[config.mk]
export PLATFORM = sky130hd
export DESIGN_NAME = apb4_rng_fifo_flat
export DESIGN_NICKNAME = d
export VERILOG_FILES = /design/src/rtl/apb4_rng_fifo_pkg.sv /design/src/rtl/apb4_rng_fifo_if.sv /design/src/rtl/apb4_rng_fifo_fifo.sv /design/src/rtl/apb4_rng_fifo.sv /design/src/flat_wrapper.sv
export SDC_FILE = /design/constraint.sdc
export NUM_CORES = 1
export LEC_CHECK = 0
export ABC_CLOCK_PERIOD_IN_PS = 12000
export BUFFER_PORTS_ARGS = -buffer_cell sky130_fd_sc_hd__buf_2
export CAP_MARGIN = 20
export CORE_MARGIN = 3
export CORE_UTILIZATION = 50
export DETAILED_ROUTE_END_ITERATION = 8
export GPL_TIMING_DRIVEN = 1
export PLACE_DENSITY = 0.73
export SLEW_MARGIN = 15
export SYNTH_ARGS = -nofsm -noshare
export SYNTH_HDL_FRONTEND = slang
export SYNTH_SLANG_ARGS = --single-unit
export TNS_END_PERCENT = 1
[constraint.sdc]
create_clock -name pclk -period 12 [get_ports pclk]
set_clock_uncertainty 0.05 [all_clocks]
set_input_delay 1.8 -clock pclk [delete_from_list [all_inputs] [get_ports pclk]]
set_output_delay 1.8 -clock pclk [all_outputs]
set_load 0.02 [all_outputs]
[src/rtl/apb4_rng_fifo_pkg.sv]
// rng_define: register map, bit positions and CTRL layout shared by the apb4_rng_fifo block
package rng_define;
  localparam logic [3:0] RNG_CTRL = 4'd0;
  localparam logic [3:0] RNG_PSCR = 4'd1;
  localparam logic [3:0] RNG_SEED = 4'd2;
  localparam logic [3:0] RNG_VAL  = 4'd3;
  localparam logic [3:0] RNG_STAT = 4'd4;
  localparam int CTRL_EN    = 0;
  localparam int CTRL_IE    = 1;
  localparam int CTRL_FLUSH = 2;
  localparam int CTRL_THR   = 8;
  localparam int STAT_EMPTY = 0;
  localparam int STAT_FULL  = 1;
  localparam int STAT_IRQ   = 2;
  localparam int STAT_CNT   = 8;
  localparam int THR_MAX_W  = 7;
  typedef struct packed {
    logic [THR_MAX_W-1:0] thr;
    logic                 ie;
    logic                 en;
  } ctrl_t;
endpackage

[src/rtl/apb4_rng_fifo_if.sv]
// apb4_rng_fifo_if: APB4 completer bus bundle with master/slave views
interface apb4_rng_fifo_if;
  logic [31:0] paddr;
  logic        psel;
  logic        penable;
  logic        pwrite;
  logic [31:0] pwdata;
  logic [31:0] prdata;
  logic        pready;
  logic        pslverr;
  modport master (output paddr, psel, penable, pwrite, pwdata, input prdata, pready, pslverr);
  modport slave (input paddr, psel, penable, pwrite, pwdata, output prdata, pready, pslverr);
endinterface

[src/rtl/apb4_rng_fifo_fifo.sv]
// rng_fifo: synchronous FIFO with flush, pointers carry an extra wrap bit
module rng_fifo #(
  parameter int W = 32,
  parameter int DEPTH = 8,
  localparam int CNT_W = $clog2(DEPTH) + 1
) (
  input  logic             clk,
  input  logic             rst_n,
  input  logic             push,
  input  logic             pop,
  input  logic             flush,
  input  logic [W-1:0]     din,
  output logic [W-1:0]     head,
  output logic [CNT_W-1:0] count,
  output logic             full,
  output logic             empty
);
  logic [W-1:0] mem [DEPTH];
  logic [CNT_W-1:0] wp, rp;
  assign count = wp - rp;
  assign full = count == CNT_W'(DEPTH);
  assign empty = wp == rp;
  assign head = mem[rp[CNT_W-2:0]];
  always_ff @(posedge clk or negedge rst_n) begin
    if (!rst_n) begin
      wp <= '0;
      rp <= '0;
    end else if (flush) begin
      wp <= '0;
      rp <= '0;
    end else begin
      if (push && !full) wp <= wp + 1'b1;
      if (pop && !empty) rp <= rp + 1'b1;
    end
  end
  always_ff @(posedge clk) begin
    if (push && !full && !flush) mem[wp[CNT_W-2:0]] <= din;
  end
endmodule

[src/rtl/apb4_rng_fifo.sv]
// apb4_rng_fifo: prescaled Galois LFSR feeding a pop-on-read FIFO behind an APB4 slave
module apb4_rng_fifo
  import rng_define::*;
#(
  parameter int          DAT_WIDTH  = 32,
  parameter logic [31:0] TAPS       = 32'hE000_0200,
  parameter int          FIFO_DEPTH = 8,
  parameter int          PSCR_WIDTH = 16
) (
  input  logic           pclk,
  input  logic           presetn,
  apb4_rng_fifo_if.slave apb,
  output logic           irq_o
);
  localparam int CNT_W = $clog2(FIFO_DEPTH) + 1;
  ctrl_t ctrl;
  logic [PSCR_WIDTH-1:0] pscr, pcnt;
  logic [DAT_WIDTH-1:0] lfsr, lfsr_next, seed_val, head;
  logic [CNT_W-1:0] count;
  logic [3:0] idx;
  logic [31:0] rdata;
  logic full, empty, wr, rd, wr_ctrl, wr_seed, tick, push, pop, flush, unused;
  assign idx = apb.paddr[5:2];
  assign wr = apb.psel && apb.penable && apb.pwrite;
  assign rd = apb.psel && apb.penable && !apb.pwrite;
  assign wr_ctrl = wr && idx == RNG_CTRL;
  assign wr_seed = wr && idx == RNG_SEED;
  assign tick = ctrl.en && pcnt == pscr;
  // a full FIFO stalls the LFSR; a seed write discards the tick
  assign push = tick && !full && !wr_seed;
  assign pop = rd && idx == RNG_VAL;
  assign flush = wr_seed || (wr_ctrl && apb.pwdata[CTRL_FLUSH]);
  assign seed_val = apb.pwdata[DAT_WIDTH-1:0] == '0 ? DAT_WIDTH'(1) : apb.pwdata[DAT_WIDTH-1:0];
  assign lfsr_next = lfsr[0] ? (lfsr >> 1) ^ TAPS[DAT_WIDTH-1:0] : lfsr >> 1;
  assign apb.pready = 1'b1;
  assign apb.pslverr = 1'b0;
  assign apb.prdata = rd ? rdata : '0;
  assign unused = ^{apb.paddr[31:6], apb.paddr[1:0], apb.pwdata};
  rng_fifo #(.W(DAT_WIDTH), .DEPTH(FIFO_DEPTH)) u_fifo (
    .clk(pclk),
    .rst_n(presetn),
    .push(push),
    .pop(pop),
    .flush(flush),
    .din(lfsr),
    .head(head),
    .count(count),
    .full(full),
    .empty(empty)
  );
  always_ff @(posedge pclk or negedge presetn) begin
    if (!presetn) begin
      ctrl <= '0;
      pscr <= '0;
      pcnt <= '0;
      irq_o <= 1'b0;
    end else begin
      if (wr_ctrl) ctrl <= '{thr: THR_MAX_W'(apb.pwdata[CTRL_THR +: CNT_W]), ie: apb.pwdata[CTRL_IE], en: apb.pwdata[CTRL_EN]};
      if (wr && idx == RNG_PSCR) pscr <= apb.pwdata[PSCR_WIDTH-1:0];
      pcnt <= (wr_seed || !ctrl.en || tick) ? '0 : pcnt + 1'b1;
      irq_o <= ctrl.ie && (THR_MAX_W'(count) >= ctrl.thr);
    end
  end
  always_ff @(posedge pclk or negedge presetn) begin
    if (!presetn) lfsr <= DAT_WIDTH'(1);
    else if (wr_seed) lfsr <= seed_val;
    else if (push) lfsr <= lfsr_next;
  end
  always_comb begin
    rdata = '0;
    case (idx)
      RNG_CTRL: begin
        rdata[CTRL_EN] = ctrl.en;
        rdata[CTRL_IE] = ctrl.ie;
        rdata[CTRL_THR +: CNT_W] = ctrl.thr[CNT_W-1:0];
      end
      RNG_PSCR: rdata[PSCR_WIDTH-1:0] = pscr;
      RNG_VAL: rdata[DAT_WIDTH-1:0] = empty ? '0 : head;
      RNG_STAT: begin
        rdata[STAT_EMPTY] = empty;
        rdata[STAT_FULL] = full;
        rdata[STAT_IRQ] = irq_o;
        rdata[STAT_CNT +: CNT_W] = count;
      end
      default: ;
    endcase
  end
endmodule

[src/flat_wrapper.sv]
// flat-port wrapper written by rule: the top's interface ports become plain ports
module apb4_rng_fifo_flat import rng_define::*;
#(
  parameter int          DAT_WIDTH  = 32,
  parameter logic [31:0] TAPS       = 32'hE000_0200,
  parameter int          FIFO_DEPTH = 8,
  parameter int          PSCR_WIDTH = 16
)
  (pclk, presetn, irq_o, apb_paddr, apb_psel, apb_penable, apb_pwrite, apb_pwdata, apb_prdata, apb_pready, apb_pslverr);
  apb4_rng_fifo_if apb_i ();
  input  logic pclk;
  input  logic presetn;
  output logic irq_o;
  input wire logic [$bits(apb_i.paddr)-1:0] apb_paddr;
  input wire logic [$bits(apb_i.psel)-1:0] apb_psel;
  input wire logic [$bits(apb_i.penable)-1:0] apb_penable;
  input wire logic [$bits(apb_i.pwrite)-1:0] apb_pwrite;
  input wire logic [$bits(apb_i.pwdata)-1:0] apb_pwdata;
  output wire logic [$bits(apb_i.prdata)-1:0] apb_prdata;
  output wire logic [$bits(apb_i.pready)-1:0] apb_pready;
  output wire logic [$bits(apb_i.pslverr)-1:0] apb_pslverr;
  assign apb_i.paddr = apb_paddr;
  assign apb_i.psel = apb_psel;
  assign apb_i.penable = apb_penable;
  assign apb_i.pwrite = apb_pwrite;
  assign apb_i.pwdata = apb_pwdata;
  assign apb_prdata = apb_i.prdata;
  assign apb_pready = apb_i.pready;
  assign apb_pslverr = apb_i.pslverr;
  apb4_rng_fifo #(.DAT_WIDTH(DAT_WIDTH), .TAPS(TAPS), .FIFO_DEPTH(FIFO_DEPTH), .PSCR_WIDTH(PSCR_WIDTH)) u_core (.pclk(pclk), .presetn(presetn), .apb(apb_i), .irq_o(irq_o));
endmodule
==> impl_metrics.json, run 1 <==
{
  "htree_levels": 2,
  "yosysUniqueCellTypes": 63,
  "min_to": "u_core.ctrl[1]",
  "path_delay_family": "simple AND/OR/NAND/NOR gates",
  "cp_data_required_time_ns": 10.15,
  "dieArea_um2": 31000,
  "routed_wl_um": 33900,
  "period_share": 0.450,
  "cpMaxStageDelayCell": "nor4_1",
  "clk_latency_ns": 0.52,
  "crit_path_max_fanout": 9,
  "regArea_um2": 9670,
  "start_util": 0.513,
  "std_cell_rows": 61,
  "yosysSeqAreaShare": 0.669,
  "yosys.area.top_type": "edfxtp_1",
  "hp-start": "u_core.ctrl[1]",
  "worst-path-buf-inv": 2,
  "ir_drop_uv": 131,
  "synth_ff_type": "edfxtp_1",
  "outcome": "finished, final reports clean",
  "synth_xor_area_frac": 0.0236,
  "setup_violations": 0,
  "io_pins": 104,
  "synth_mux_area_frac": 0.116,
  "reg2reg_slack_ns": 7.78,
  "cp_common_cell": "buf_2",
  "gp_congestion": 0.840,
  "area.growth.synth_to_final_pct": 13.7,
  "maxCapViolations": 0,
  "yosysWarnings": 0,
  "numCtsBuffers": 35,
  "cts_hold_buf": 0,
  "yosys.area_share.adder": 0.0100,
  "synth_area_um2": 14400,
  "cts.reportedPaths.clkPinSlew_ns": 0.06,
  "r2r-end": "u_core.u_fifo.mem[5][10]",
  "cts_setup_buffers": 0,
  "port_buffers": 73,
  "synth_top_area_share": 0.532,
  "hp-class": "reg2reg",
  "hold_violations": 0,
  "power_leakage_uw": 0.00580,
  "max_freq_ghz": 0.185,
  "antenna_cells": 0,
  "place_hpwl_um": 20600,
  "first_global_vias": 8934,
  "clockBufferDepth": 3,
  "grt_pass1_wl_um": 52800,
  "grtUsageTotal": 0.222,
  "rsz0062_at_grt": "false",
  "fin_setup_tns_ns": 0,
  "startpoint": "apb_paddr[3]",
  "power_density_nw_per_um2": 188,
  "period_needed_ns": 5.40,
  "coreArea_um2": 28200,
  "crit_path_max_incr_delay_ns": 0.91,
  "grt_use_met2": 0.353,
  "cp-end-kind": "output pin",
  "synth_seq_cells": 335,
  "drt_drc_violations_left": 0,
  "fin_nets": 1120,
  "grt_use_met1": 0.326,
  "cts-root-buf": "clkbuf_16",
  "cts_tree": "yes",
  "syn_inst": 960,
  "gr-total-overflow": 0,
  "wire_per_inst_um": 23.5,
  "reg2reg_from": "u_core.u_fifo.rp[0]",
  "syn_nets": 1040,
  "worst_slew_pin_slew_ns": 1.06,
  "die_w_um": 176,
  "synth_edf_count": 256,
  "fillers": 2176,
  "grt_use_met3": 0.0368,
  "drive_above_1_share": 0.239,
  "grt-busiest-layer": "met2",
  "synth_area_leaders": "edfxtp_1 53%, dfrtp_1 14%, mux4_2 10%, nand2_1 3.6%, mux2_2 1.5%",
  "holdPathStages": 1,
  "multi_input_area_um2": 4550,
  "routed_via_density": 6.14,
  "drtAntennaViolNets": 0,
  "power_uw": 3080,
  "avgSynthCellArea_um2": 15.0,
  "first_pass_iters": 5,
  "antenna_found_initial": 0,
  "vias": 8861,
  "clock-sinks": 335,
  "path_cells": "buf_2 > nor4_1 > and2_1 > a221oi_1 > a21oi_1 > buf_2",
  "synth_top_family_by_area": "multiplexers",
  "synthSimpleGateAreaFrac": 0.104,
  "synthArstFlopShare": 0.236,
  "die_h_um": 176,
  "slew_headroom": 0.286,
  "final_max_slew_viol_count": 0,
  "worstSetupStartpointType": "input pin",
  "synth_compound_area_frac": 0.0568,
  "cp.arrival_ns": 3.55,
  "grt_max_degree": 68,
  "path_class": "in2out",
  "worst-r2r-cell-count": 10,
  "cts.repair.resized": 0,
  "drtIter0Drc": 1118
}
-- worst max path at each step --
stage / to / slack, ns / cells past startpoint
4_1_cts: apb_prdata[0] / 6.58 / 6
2_1_floorplan: u_core.u_fifo.mem[7][0] / 3.69 / 5
6_report: apb_prdata[0] / 6.60 / 6
3_3_place_gp: apb_prdata[0] / 6.58 / 6
3_5_place_dp: apb_prdata[0] / 6.61 / 6
5_1_grt: apb_prdata[11] / 6.39 / 7
-- registers in the layout, indices dropped and copies added (netlist names) --
signal	count
u_core.ctrl	6
u_core.pcnt	16
u_core.pscr	16
u_core.irq_o	1
u_core.u_fifo.rp	4
u_core.lfsr	32
u_core.u_fifo.mem	256
u_core.u_fifo.wp	4
-- cell usage after synthesis, types with 19 or more instances --
library cell and n:
edfxtp_1 256, nand2_1 140, dfrtp_1 78, mux4_2 64, nor2_1 35, clkbuf_1 31, a21oi_1 26, and2_1 26
xnor2_1 22, nor4_1 20, mux2_2 19, o211ai_1 19
-- kinds of logic after synthesis --
family                     Yosys count
muxes                               85
AOI/OAI and AO/OA                  113
DFF                                335
adders and majority gates           11
xor gates and xnor gates            39
and+or+nand+nor                    306
buffers and inverters               69
other                                2
-- power breakdown --
part / total [uW] / switching, uW / internal [uW]
Combinational: 458 / 246 / 213
Sequential: 1580 / 165 / 1410
Clock: 1040 / 432 / 612
-- per-stage QoR --
step / instance area, um^2 / setup WS (ns) / hold WS [ns] / instances / utilization
after global routing: 16400 / 6.39 / 0.504 / 1443 / 0.583
after floorplan: 14400 / 3.69 / 0.433 / 960 / -
after detailed placement: 15300 / 6.61 / 0.469 / 1380 / 0.543
after global placement: 15300 / 6.58 / 0.467 / 1380 / 0.543
final: 16400 / 6.60 / 0.484 / 1443 / 0.583
after CTS: 16400 / 6.58 / 0.483 / 1442 / 0.583
-- metal layers --
metal / part of all wire / wire (um) / up-vias
met5: 0 / 0 / -
met3: 0.081 / 2730 / 61
li1: - / - / 3876
met4: 0.020 / 691 / 0
met1: 0.42 / 14400 / 4479
met2: 0.47 / 16100 / 445
-- cell usage in the layout (no fill, tap or decap), types with 9 or more instances in the layout --
master	netlist	routed
edfxtp_1	256	256
nand2_1	140	140
dfrtp_1	78	76
buf_2	9	72
mux4_2	64	64
nor2_1	35	35
clkbuf_16	0	35
and2_1	26	26
buf_4	2	26
a21oi_1	26	25
xnor2_1	22	22
nor4_1	20	20
o211ai_1	19	19
mux2_2	19	19
nand3_1	18	18
xor2_1	17	17
inv_1	13	13
nand4_1	13	13
clkbuf_1	31	11
a221o_1	10	10
ha_1	10	10
a22oi_1	9	9
a31oi_1	9	9
o31ai_1	9	9
-- area by class of cell --
cell class | count | share of cell area
Sequential cell | 335 | 0.589
Multi-Input combinational cell | 556 | 0.277
Clock buffer | 50 | 0.0592
Timing Repair Buffer | 99 | 0.0341
Tap cell | 378 | 0.0288
Clock inverter | 12 | 0.00884
Inverter | 13 | 0.00297
Note: power is estimated with default switching activity, not from simulation.
==> run 2, diff against run 1 <==
--- a/config.mk
+++ b/config.mk
@@ -5,7 +5,7 @@
 export SDC_FILE = /design/constraint.sdc
 export NUM_CORES = 1
 export LEC_CHECK = 0
-export ABC_CLOCK_PERIOD_IN_PS = 12000
+export ABC_CLOCK_PERIOD_IN_PS = 5600
 export BUFFER_PORTS_ARGS = -buffer_cell sky130_fd_sc_hd__buf_2
 export CAP_MARGIN = 20
 export CORE_MARGIN = 3
==> constraint.sdc (replaced) <==
create_clock -name pclk -period 5.6 [get_ports pclk]
set_clock_uncertainty 0.05 [all_clocks]
set_input_delay 0.84 -clock pclk [delete_from_list [all_inputs] [get_ports pclk]]
set_output_delay 0.84 -clock pclk [all_outputs]
set_load 0.02 [all_outputs]
==> run 2 against run 1 <==
  * Combinational power grew 120%
  * Global-route usage grew 0.38 points
  * Largest power group unchanged
  * Critical path depth unchanged
  * Clock-buffer cell count decreased by 10
  * Critical path type is now reg2out
  * Sequential power grew 110%
  * Design area increased by 0.11%
  * Worst hold slack got worse by 0.22 ns
  * Via count is 0.17% lower
==> impl_metrics.json, run 2 (synthesized netlist as in run 1, its figures left out) <==
{
  "antenna_cells": 0,
  "grt_pass1_wl_um": 53200,
  "hold_violations": 0,
  "die_h_um": 176,
  "wire_per_inst_um": 23.8,
  "cts-root-buf": "clkbuf_16",
  "final_common_cell": "edfxtp_1",
  "die_w_um": 176,
  "cts_tree": "yes",
  "maxCapViolations": 0,
  "clock-sinks": 335,
  "power_uw": 6680,
  "htree_levels": 2,
  "outcome": "finished, final reports clean",
  "cts_hold_buf": 0,
  "power_density_nw_per_um2": 406,
  "worst_slew_pin_slew_ns": 0.988,
  "clockBufferDepth": 3,
  "grt_max_degree": 68,
  "drive_above_1_share": 0.244,
  "routed_via_density": 6.14,
  "final_area_um2": 16400,
  "antenna_found_initial": 0,
  "cts_setup_buffers": 0,
  "port_buffers": 73,
  "gr-total-overflow": 0,
  "max_freq_ghz": 0.247,
  "largest_reg_flops": 256,
  "setup_violations": 0,
  "slew_headroom": 0.342,
  "vias": 8846,
  "start_util": 0.513,
  "period_share": 0.724,
  "drtAntennaViolNets": 0,
  "period_needed_ns": 4.06,
  "gp_congestion": 0.854,
  "cp-end-kind": "output pin",
  "std_cell_rows": 61,
  "drt_drc_violations_left": 0,
  "power_leakage_uw": 0.00581,
  "io_pins": 104,
  "drtIter0Drc": 949,
  "clk_latency_ns": 0.53,
  "coreArea_um2": 28200,
  "path_class": "reg2out",
  "hp-class": "in2async",
  "grtUsageTotal": 0.226,
  "numCtsBuffers": 34,
  "area.growth.synth_to_final_pct": 13.8,
  "ir_drop_uv": 287,
  "rsz0062_at_grt": "false",
  "fin_nets": 1117,
  "crit_path_max_fanout": 36,
  "routed_wl_um": 34300,
  "place_hpwl_um": 20400,
  "final_cell_mix": "256 x edfxtp_1, 140 x nand2_1, 76 x dfrtp_1",
  "worstSetupStartpointType": "flop",
  "final_max_slew_viol_count": 0,
  "cts.reportedPaths.clkPinSlew_ns": 0.06,
  "cp_data_required_time_ns": 4.71,
  "cp.arrival_ns": 3.17,
  "cts.repair.resized": 0,
  "dieArea_um2": 31000,
  "first_global_vias": 9027,
  "first_pass_iters": 5,
  "place_area_um2": 15300
}
==> run 2: worst paths after layout <==
kind / start / to / slack [ns] / cells after the start
setup / recovery: u_core.u_fifo.rp[0] / apb_prdata[31] / 1.54 / 6
hold / removal: presetn / u_core.pcnt[8] / 0.26 / 1
setup reg to reg: u_core.u_fifo.wp[0] / u_core.u_fifo.mem[5][20] / 1.77 / 11
hold reg to reg: u_core.ctrl[1] / u_core.ctrl[1] / 0.49 / 1
max in group asynchronous: presetn / u_core.u_fifo.rp[0] / 4.22 / 2
min in group pclk: u_core.ctrl[1] / u_core.ctrl[1] / 0.49 / 1
==> run 2: layer usage <==
metal / vias up / track usage / part of all wire
met1: 4471 / 0.322 / 0.41
li1: 3870 / - / -
met4: 0 / 0.0729 / 0.025
met5: - / 0 / 0
met2: 430 / 0.360 / 0.47
met3: 75 / 0.0409 / 0.090
==> run 2: metrics by stage <==
stage,std cells,TNS [ns],setup slack [ns],hold WS (ns),utilization
floorplan,960,-49.40,-0.772,0.433,-
global placement,1378,0,1.92,0.464,0.543
detailed placement,1378,0,1.88,0.473,0.543
CTS,1440,0,1.44,0.276,0.583
global route,1441,0,1.30,0.290,0.584
finish,1441,0,1.54,0.264,0.584
==> run 2: power by group <==
group          switching (uW)  internal [uW]
registers                 307           3030
clock network             952           1360
logic                     571            458
total                    1830           4850
==> run 2: layout make-up <==
cell class	count	area (um^2)
fillers	2160	11700
repair buffers	97	546
flip-flops and latches	335	9670
well taps	378	473
multi-input cells	556	4570
clock buffers	40	873
clock inverters	22	258
inverters	13	48.8
==> run 2: critical path, stage by stage, from the launching register on <==
cell and delay [ns]:
dfrtp_4 0.41, buf_4 0.57, buf_4 0.66, mux4_2 0.59
nand2_1 0.08, a21oi_1 0.11, buf_2 0.18
